## config.mk

```make
export PLATFORM = sky130hd
export DESIGN_NAME = vec_alu_result_collector
export DESIGN_NICKNAME = d
export VERILOG_FILES = /design/src/rtl/vec_alu_result_collector.sv
export SDC_FILE = /design/constraint.sdc
export NUM_CORES = 1
export LEC_CHECK = 0
export ABC_AREA = 0
export BUFFER_PORTS_ARGS = -buffer_cell sky130_fd_sc_hd__buf_4
export CORE_MARGIN = 4
export CORE_UTILIZATION = 40
export CTS_CLUSTER_SIZE = 40
export DETAILED_ROUTE_END_ITERATION = 10
export PLACE_DENSITY = 0.64
export SETUP_SLACK_MARGIN = 0.5
export SYNTH_ARGS = -nofsm -noshare
export SYNTH_HDL_FRONTEND = slang
export SYNTH_SLANG_ARGS = --single-unit
```

## constraint.sdc

```tcl
create_clock -name clk -period 9.3 [get_ports clk]
set_input_delay 1.395 -clock clk [delete_from_list [all_inputs] [get_ports clk]]
set_output_delay 1.395 -clock clk [all_outputs]
set_load 0.03 [all_outputs]
```

## src/rtl/vec_alu_result_collector.sv

```systemverilog
`default_nettype none
// +--------------------------------------------------------------------------+
// | Module   : vec_alu_result_collector                                      |
// | Brief    : joins two ALU half-results into a tagged vector and queues it |
// |            in a writeback FIFO drained over valid/ready.                 |
// |            Optional macro WB_BYPASS_EN: zero-latency empty-FIFO bypass.  |
// | Revision : 1.0 - initial release                                         |
// +--------------------------------------------------------------------------+
module vec_alu_result_collector #(
  parameter int LANE_W     = 8,
  parameter int LANES      = 4,
  parameter int REG_ADDR_W = 4,
  parameter int DEPTH      = 2
) (
  input  logic                        clk,
  input  logic                        reset,
  input  logic                        alu_start,
  input  logic [REG_ADDR_W-1:0]       dest_reg,
  input  logic                        out_en1,
  input  logic                        out_en2,
  input  logic                        alu_rdy,
  input  logic [LANES*LANE_W-1:0]     lane_res,
  output logic                        issue_ok,
  output logic                        wb_valid,
  input  logic                        wb_ready,
  output logic [REG_ADDR_W-1:0]       wb_addr,
  output logic [2*LANES*LANE_W-1:0]   wb_data,
  output logic                        err_seq,
  output logic                        err_ovf
);

  localparam int c_half_w = LANES * LANE_W;
  localparam int c_vec_w  = 2 * c_half_w;
  localparam int c_ent_w  = REG_ADDR_W + c_vec_w;
  localparam int c_ptr_w  = $clog2(DEPTH);
  localparam int c_cnt_w  = c_ptr_w + 1;
  localparam logic [c_cnt_w-1:0] c_depth = c_cnt_w'(DEPTH);

  typedef enum logic [1:0] {
    S_IDLE     = 2'd0,
    S_WAIT_LO  = 2'd1,
    S_WAIT_HI  = 2'd2,
    S_WAIT_RDY = 2'd3
  } state_t;

  state_t                  r_state;
  state_t                  w_state_nxt;
  logic                    w_seq_err;
  logic                    w_latch_dest;
  logic                    w_cap_lo;
  logic                    w_cap_hi;
  logic                    w_push_req;
  logic [3:0]              w_ev;

  logic [REG_ADDR_W-1:0]   r_dest;
  logic [c_half_w-1:0]     r_lo;
  logic [c_half_w-1:0]     r_hi;

  logic [c_ent_w-1:0]      r_mem [DEPTH];
  logic [c_ptr_w-1:0]      r_wr_ptr;
  logic [c_ptr_w-1:0]      r_rd_ptr;
  logic [c_cnt_w-1:0]      r_count;
  logic [c_ent_w-1:0]      w_push_ent;
  logic [c_ent_w-1:0]      w_head;
  logic                    w_empty;
  logic                    w_full;
  logic                    w_bypass;
  logic                    w_pop;
  logic                    w_wr;
  logic                    w_rd;
  logic                    w_ovf;
  logic [c_cnt_w:0]        w_occ;
  logic                    r_err_seq;
  logic                    r_err_ovf;

  // Every event is checked against the single one-hot pattern the state expects.
  assign w_ev = {alu_start, out_en1, out_en2, alu_rdy};

  always_ff @(posedge clk or posedge reset) begin
    if (reset) r_state <= S_IDLE;
    else       r_state <= w_state_nxt;
  end

  always_comb begin
    w_state_nxt  = r_state;
    w_seq_err    = 1'b0;
    w_latch_dest = 1'b0;
    w_cap_lo     = 1'b0;
    w_cap_hi     = 1'b0;
    w_push_req   = 1'b0;
    case (r_state)
      S_IDLE: begin
        if (|w_ev[2:0]) begin
          w_seq_err = 1'b1;
        end else if (alu_start) begin
          w_latch_dest = 1'b1;
          w_state_nxt  = S_WAIT_LO;
        end
      end
      S_WAIT_LO: begin
        if (w_ev == 4'b0100) begin
          w_cap_lo    = 1'b1;
          w_state_nxt = S_WAIT_HI;
        end else if (|w_ev) begin
          w_seq_err   = 1'b1;
          w_state_nxt = S_IDLE;
        end
      end
      S_WAIT_HI: begin
        if (w_ev == 4'b0010) begin
          w_cap_hi    = 1'b1;
          w_state_nxt = S_WAIT_RDY;
        end else if (|w_ev) begin
          w_seq_err   = 1'b1;
          w_state_nxt = S_IDLE;
        end
      end
      S_WAIT_RDY: begin
        if (w_ev == 4'b0001) begin
          w_push_req  = 1'b1;
          w_state_nxt = S_IDLE;
        end else if (|w_ev) begin
          w_seq_err   = 1'b1;
          w_state_nxt = S_IDLE;
        end
      end
      default: w_state_nxt = S_IDLE;
    endcase
  end

  always_ff @(posedge clk or posedge reset) begin
    if (reset) begin
      r_dest <= '0;
      r_lo   <= '0;
      r_hi   <= '0;
    end else begin
      if (w_latch_dest) r_dest <= dest_reg;
      if (w_cap_lo)     r_lo   <= lane_res;
      if (w_cap_hi)     r_hi   <= lane_res;
    end
  end

  assign w_push_ent = {r_dest, r_hi, r_lo};
  assign w_head     = r_mem[r_rd_ptr];
  assign w_empty    = (r_count == '0);
  assign w_full     = (r_count == c_depth);

`ifdef WB_BYPASS_EN
  assign w_bypass = w_push_req & w_empty;
`else
  assign w_bypass = 1'b0;
`endif

  assign wb_valid             = ~w_empty | w_bypass;
  assign {wb_addr, wb_data}   = w_bypass ? w_push_ent : w_head;
  assign w_pop                = wb_valid & wb_ready;
  // A bypassed entry taken in its own cycle never touches the storage.
  assign w_wr  = w_push_req & (~w_full | w_pop) & ~(w_bypass & wb_ready);
  assign w_rd  = w_pop & ~w_empty;
  assign w_ovf = w_push_req & w_full & ~w_pop;

  always_ff @(posedge clk or posedge reset) begin
    if (reset) begin
      for (int i = 0; i < DEPTH; i++) r_mem[i] <= '0;
    end else if (w_wr) begin
      r_mem[r_wr_ptr] <= w_push_ent;
    end
  end

  always_ff @(posedge clk or posedge reset) begin
    if (reset) begin
      r_wr_ptr  <= '0;
      r_rd_ptr  <= '0;
      r_count   <= '0;
      r_err_seq <= 1'b0;
      r_err_ovf <= 1'b0;
    end else begin
      if (w_wr) r_wr_ptr <= r_wr_ptr + c_ptr_w'(1);
      if (w_rd) r_rd_ptr <= r_rd_ptr + c_ptr_w'(1);
      r_count <= r_count + c_cnt_w'(w_wr) - c_cnt_w'(w_rd);
      if (w_seq_err) r_err_seq <= 1'b1;
      if (w_ovf)     r_err_ovf <= 1'b1;
    end
  end

  // An op in flight reserves a slot so a full pipeline can never overflow.
  assign w_occ    = {1'b0, r_count} + {{c_cnt_w{1'b0}}, (r_state != S_IDLE)};
  assign issue_ok = (w_occ < {1'b0, c_depth});
  assign err_seq  = r_err_seq;
  assign err_ovf  = r_err_ovf;

endmodule
`default_nettype wire
```

==> results.md <==
- Status: finished clean
- Proportion of layout cells with a drive suffix above 1: 63.19%
- FF+latch count, synth: 212
- N_diodes: 0
- Finished Layout Cells: 970
- Die area: 24,730 µm²
- Post-synth ARST share: 100.0%
- Avg WL per Cell: 19.44 µm
- Cells after synthesis: 560
- WP data arrival: 2310 ps
- Initial Util: 40.71%
- Port Buffers: 114
- WHS Endpoint: err_ovf$_DFFE_PP0P_
- Total track usage: 15.52%
- Synthesized Nets: 605
- Reg2Reg Depth: 4
- Largest net degree at the start of global routing: 156
- Core area: 21,890 µm²
- Clock buffer count from CTS: 24
- Final nets: 719
- Die height: 157.3 µm
- Detailed-placement wirelength estimate: 11.82 mm
- CP required: 7910 ps
- Final Hold Fails: 0
- Critical Path Fanout Max: 69
- Worst Hold Launch: err_ovf$_DFFE_PP0P_
- Critical Path Source Type: flip-flop
- Htree depth: 1
- Skew final: 6.069 ps
- Max-Cap Viols: 0
- Library cells used by synthesis: 35
- 1st-pass router iterations: 4
- Area Growth Syn to Fin: 21.51%
- Initial DRC Count: 133
- RD Place Congestion: 0.7704
- Worst reg2reg path startpoint: r_state[0]$_DFFE_PP0P_
- Sequential share of power: 48.4%
- VDD IR max: 0.1158 mV
- Clock share of power: 44.9%
- Syn avg cell area: 15.91 µm²
- Seq/Total Area, Yosys: 59.53%
- Pins Over Slew Limit: 0
- Critical Path Sink Type: primary output
- I/O Pins: 115
- Leak: 5.581 nW
- TNS Setup: 0 ps
- Top_reg_cell synth: dfrtp_1
- Die Wd: 157.3 µm
- Cells after DPL: 928
- Vias in the first global route: 5,642
- Cts repair resizes: 0
- Final Util: 49.47%
- R2r setup slk: 6630 ps
- Grt ovf: 0
- WL final: 18.86 mm
- CP max stage delay: 1150 ps
- Power Density: 197.3 nW/µm²
- Setup violations, final: 0
- CP max-delay cell: dfrtp_4
- Warnings, synthesis: 0
- Power share of the combinational group: 6.7%
- Routed vias: 5,005
- Minimum clock period: 3704 ps
- DRC: 0
- Period Utilization, post-route: 39.82%
- Sink Count: 212
- CTS tree: done
- Post-synthesis cell area: 8912 µm²
- Root buf cell: clkbuf_16
- Detail-routed via count per cell: 5.160
- CTS Hold Bufs: 0
- Fmax: 0.2700 GHz
- Worst-path cell chain: mux2_2 > buf_4
- Pint: 1.633 mW
- Pwr Total: 2.137 mW
- RSZ-0062 raised after global routing: false
- Initial antenna violation count: 1
- Post-synth EDFFs: 0
- Crit Reg-Reg Endpoint: r_mem[105]$_DFFE_PP0P_
- Clock Latency Late Sink: 500 ps
- Worst min-delay path class: flip-flop to flip-flop
- Tightest Pin Transition: 1082 ps
- Post-route ant nets: 0
- CTS max path bufs: 3
- Cell Rows: 54
- Rel. slew slack: 27.85%
- Hold path depth: 1
- Net switching power: 0.5036 mW
- CP Class: flip-flop to primary output
- Fill count: 1,880
- First-pass GRT wire length: 30.77 mm
- Setup Fix Bufs, Post-CTS: 0
- Clock transition at path regs: 60 ps
- Net Sw Frac: 23.57%
-- routing by layer --
metal | vias up | share of wire, % | GRT usage (%) | wire length (µm)
li1 | 2233 | - | - | -
met1 | 2626 | 44 | 20.47 | 8221
met2 | 110 | 48 | 25.73 | 9067
met3 | 34 | 5.9 | 4.069 | 1118
met4 | 2 | 2.3 | 3.892 | 439
met5 | - | 0.069 | 0 | 13
-- critical path: cells and delay by family (launching register included) --
kind	cells	cell delay, ps
buffers and inverters	1	180
flip-flops	1	1150
multiplexers	1	450
-- metrics by stage --
step	hold WS (ps)	setup slack, ps	cell area, µm²
after global placement	471.4	5595	10010
after CTS	494.3	5546	10830
after global routing	509.2	5526	10830
final	490.5	5596	10830
after floorplan	460.7	2111	8912
after detailed placement	468.9	5558	10010
-- Yosys cell counts (all sizes together), types with 3 or more instances --
cell type    n  share of area (%)
clkbuf       7               0.29
dfrtp      212                 60
a21oi        5               0.28
inv          3               0.13
nand3b       3               0.25
nand2        4               0.17
buf         24                1.6
nor2         3               0.13
xnor2        3               0.29
mux2       272                 35
-- sequential cells by signal, summed over array words and instances (netlist names) --
signal / cells
r_mem: 136
r_hi: 32
r_lo: 32
r_dest: 4
r_count: 2
r_state: 2
err_ovf: 1
err_seq: 1
r_rd_ptr: 1
r_wr_ptr: 1
-- cells in the final DEF, fill, tap and decap left out, types with 2 or more instances in the layout --
cell type / count
or2_2: 2
buf_4: 119
or3_1: 2
inv_1: 2
nor2_1: 2
clkbuf_1: 5
clkinv_2: 3
clkinvlp_4: 2
clkbuf_16: 25
nor4b_1: 2
nand3b_1: 3
ha_1: 2
a21oi_1: 5
mux2_4: 20
nand2_1: 3
bufinv_16: 3
dfrtp_1: 211
mux2_2: 251
xnor2_1: 3
clkbuf_8: 3
-- cell families (layout without fill, tap and decap cells) --
group,count (synthesis),count (layout),share of synthesized area (%)
simple gates,27,27,2.008
xor+xnor,4,4,0.3932
flops,212,212,59.53
buf+inv,34,164,1.994
mux,272,272,35.21
fa+ha+maj,2,2,0.2807
compound gates,9,9,0.5896
-- worst max-delay path by stage --
| stage | from | to | slack [ps] | depth (start not counted) |
|---|---|---|---|---|
| after floorplan | reset | err_ovf$_DFFE_PP0P_ | 2110 | 1 |
| after global placement | out_en2 | r_mem[94]$_DFFE_PP0P_ | 5590 | 5 |
| after detailed placement | out_en2 | r_mem[109]$_DFFE_PP0P_ | 5560 | 5 |
| after CTS | r_rd_ptr$_DFFE_PP0P_ | wb_addr[3] | 5550 | 2 |
| after global routing | r_rd_ptr$_DFFE_PP0P_ | wb_addr[3] | 5530 | 2 |
| final | r_rd_ptr$_DFFE_PP0P_ | wb_data[4] | 5600 | 2 |
-- area by class of cell --
type	instances	area (µm²)	share of cell area, %
timing repair buffer	119	893.4	8.250
inverter	3	18.77	0.1733
tap	280	350.3	3.235
clock buffer	33	685.7	6.332
multi-input combinational	314	3443	31.80
clock inverter	9	128.9	1.190
sequential	212	5309	49.02
-- power by group through the flow --
stage               clock network (mW)  logic [mW]  registers [mW]
CTS                              0.993       0.146            1.04
global route                      1.03       0.156            1.04
detailed placement                   0       0.146            1.05
finish                           0.960       0.143            1.03
global placement                     0       0.142            1.05
floorplan                            0       0.152           0.976
Power figures use the tool's default switching activity.
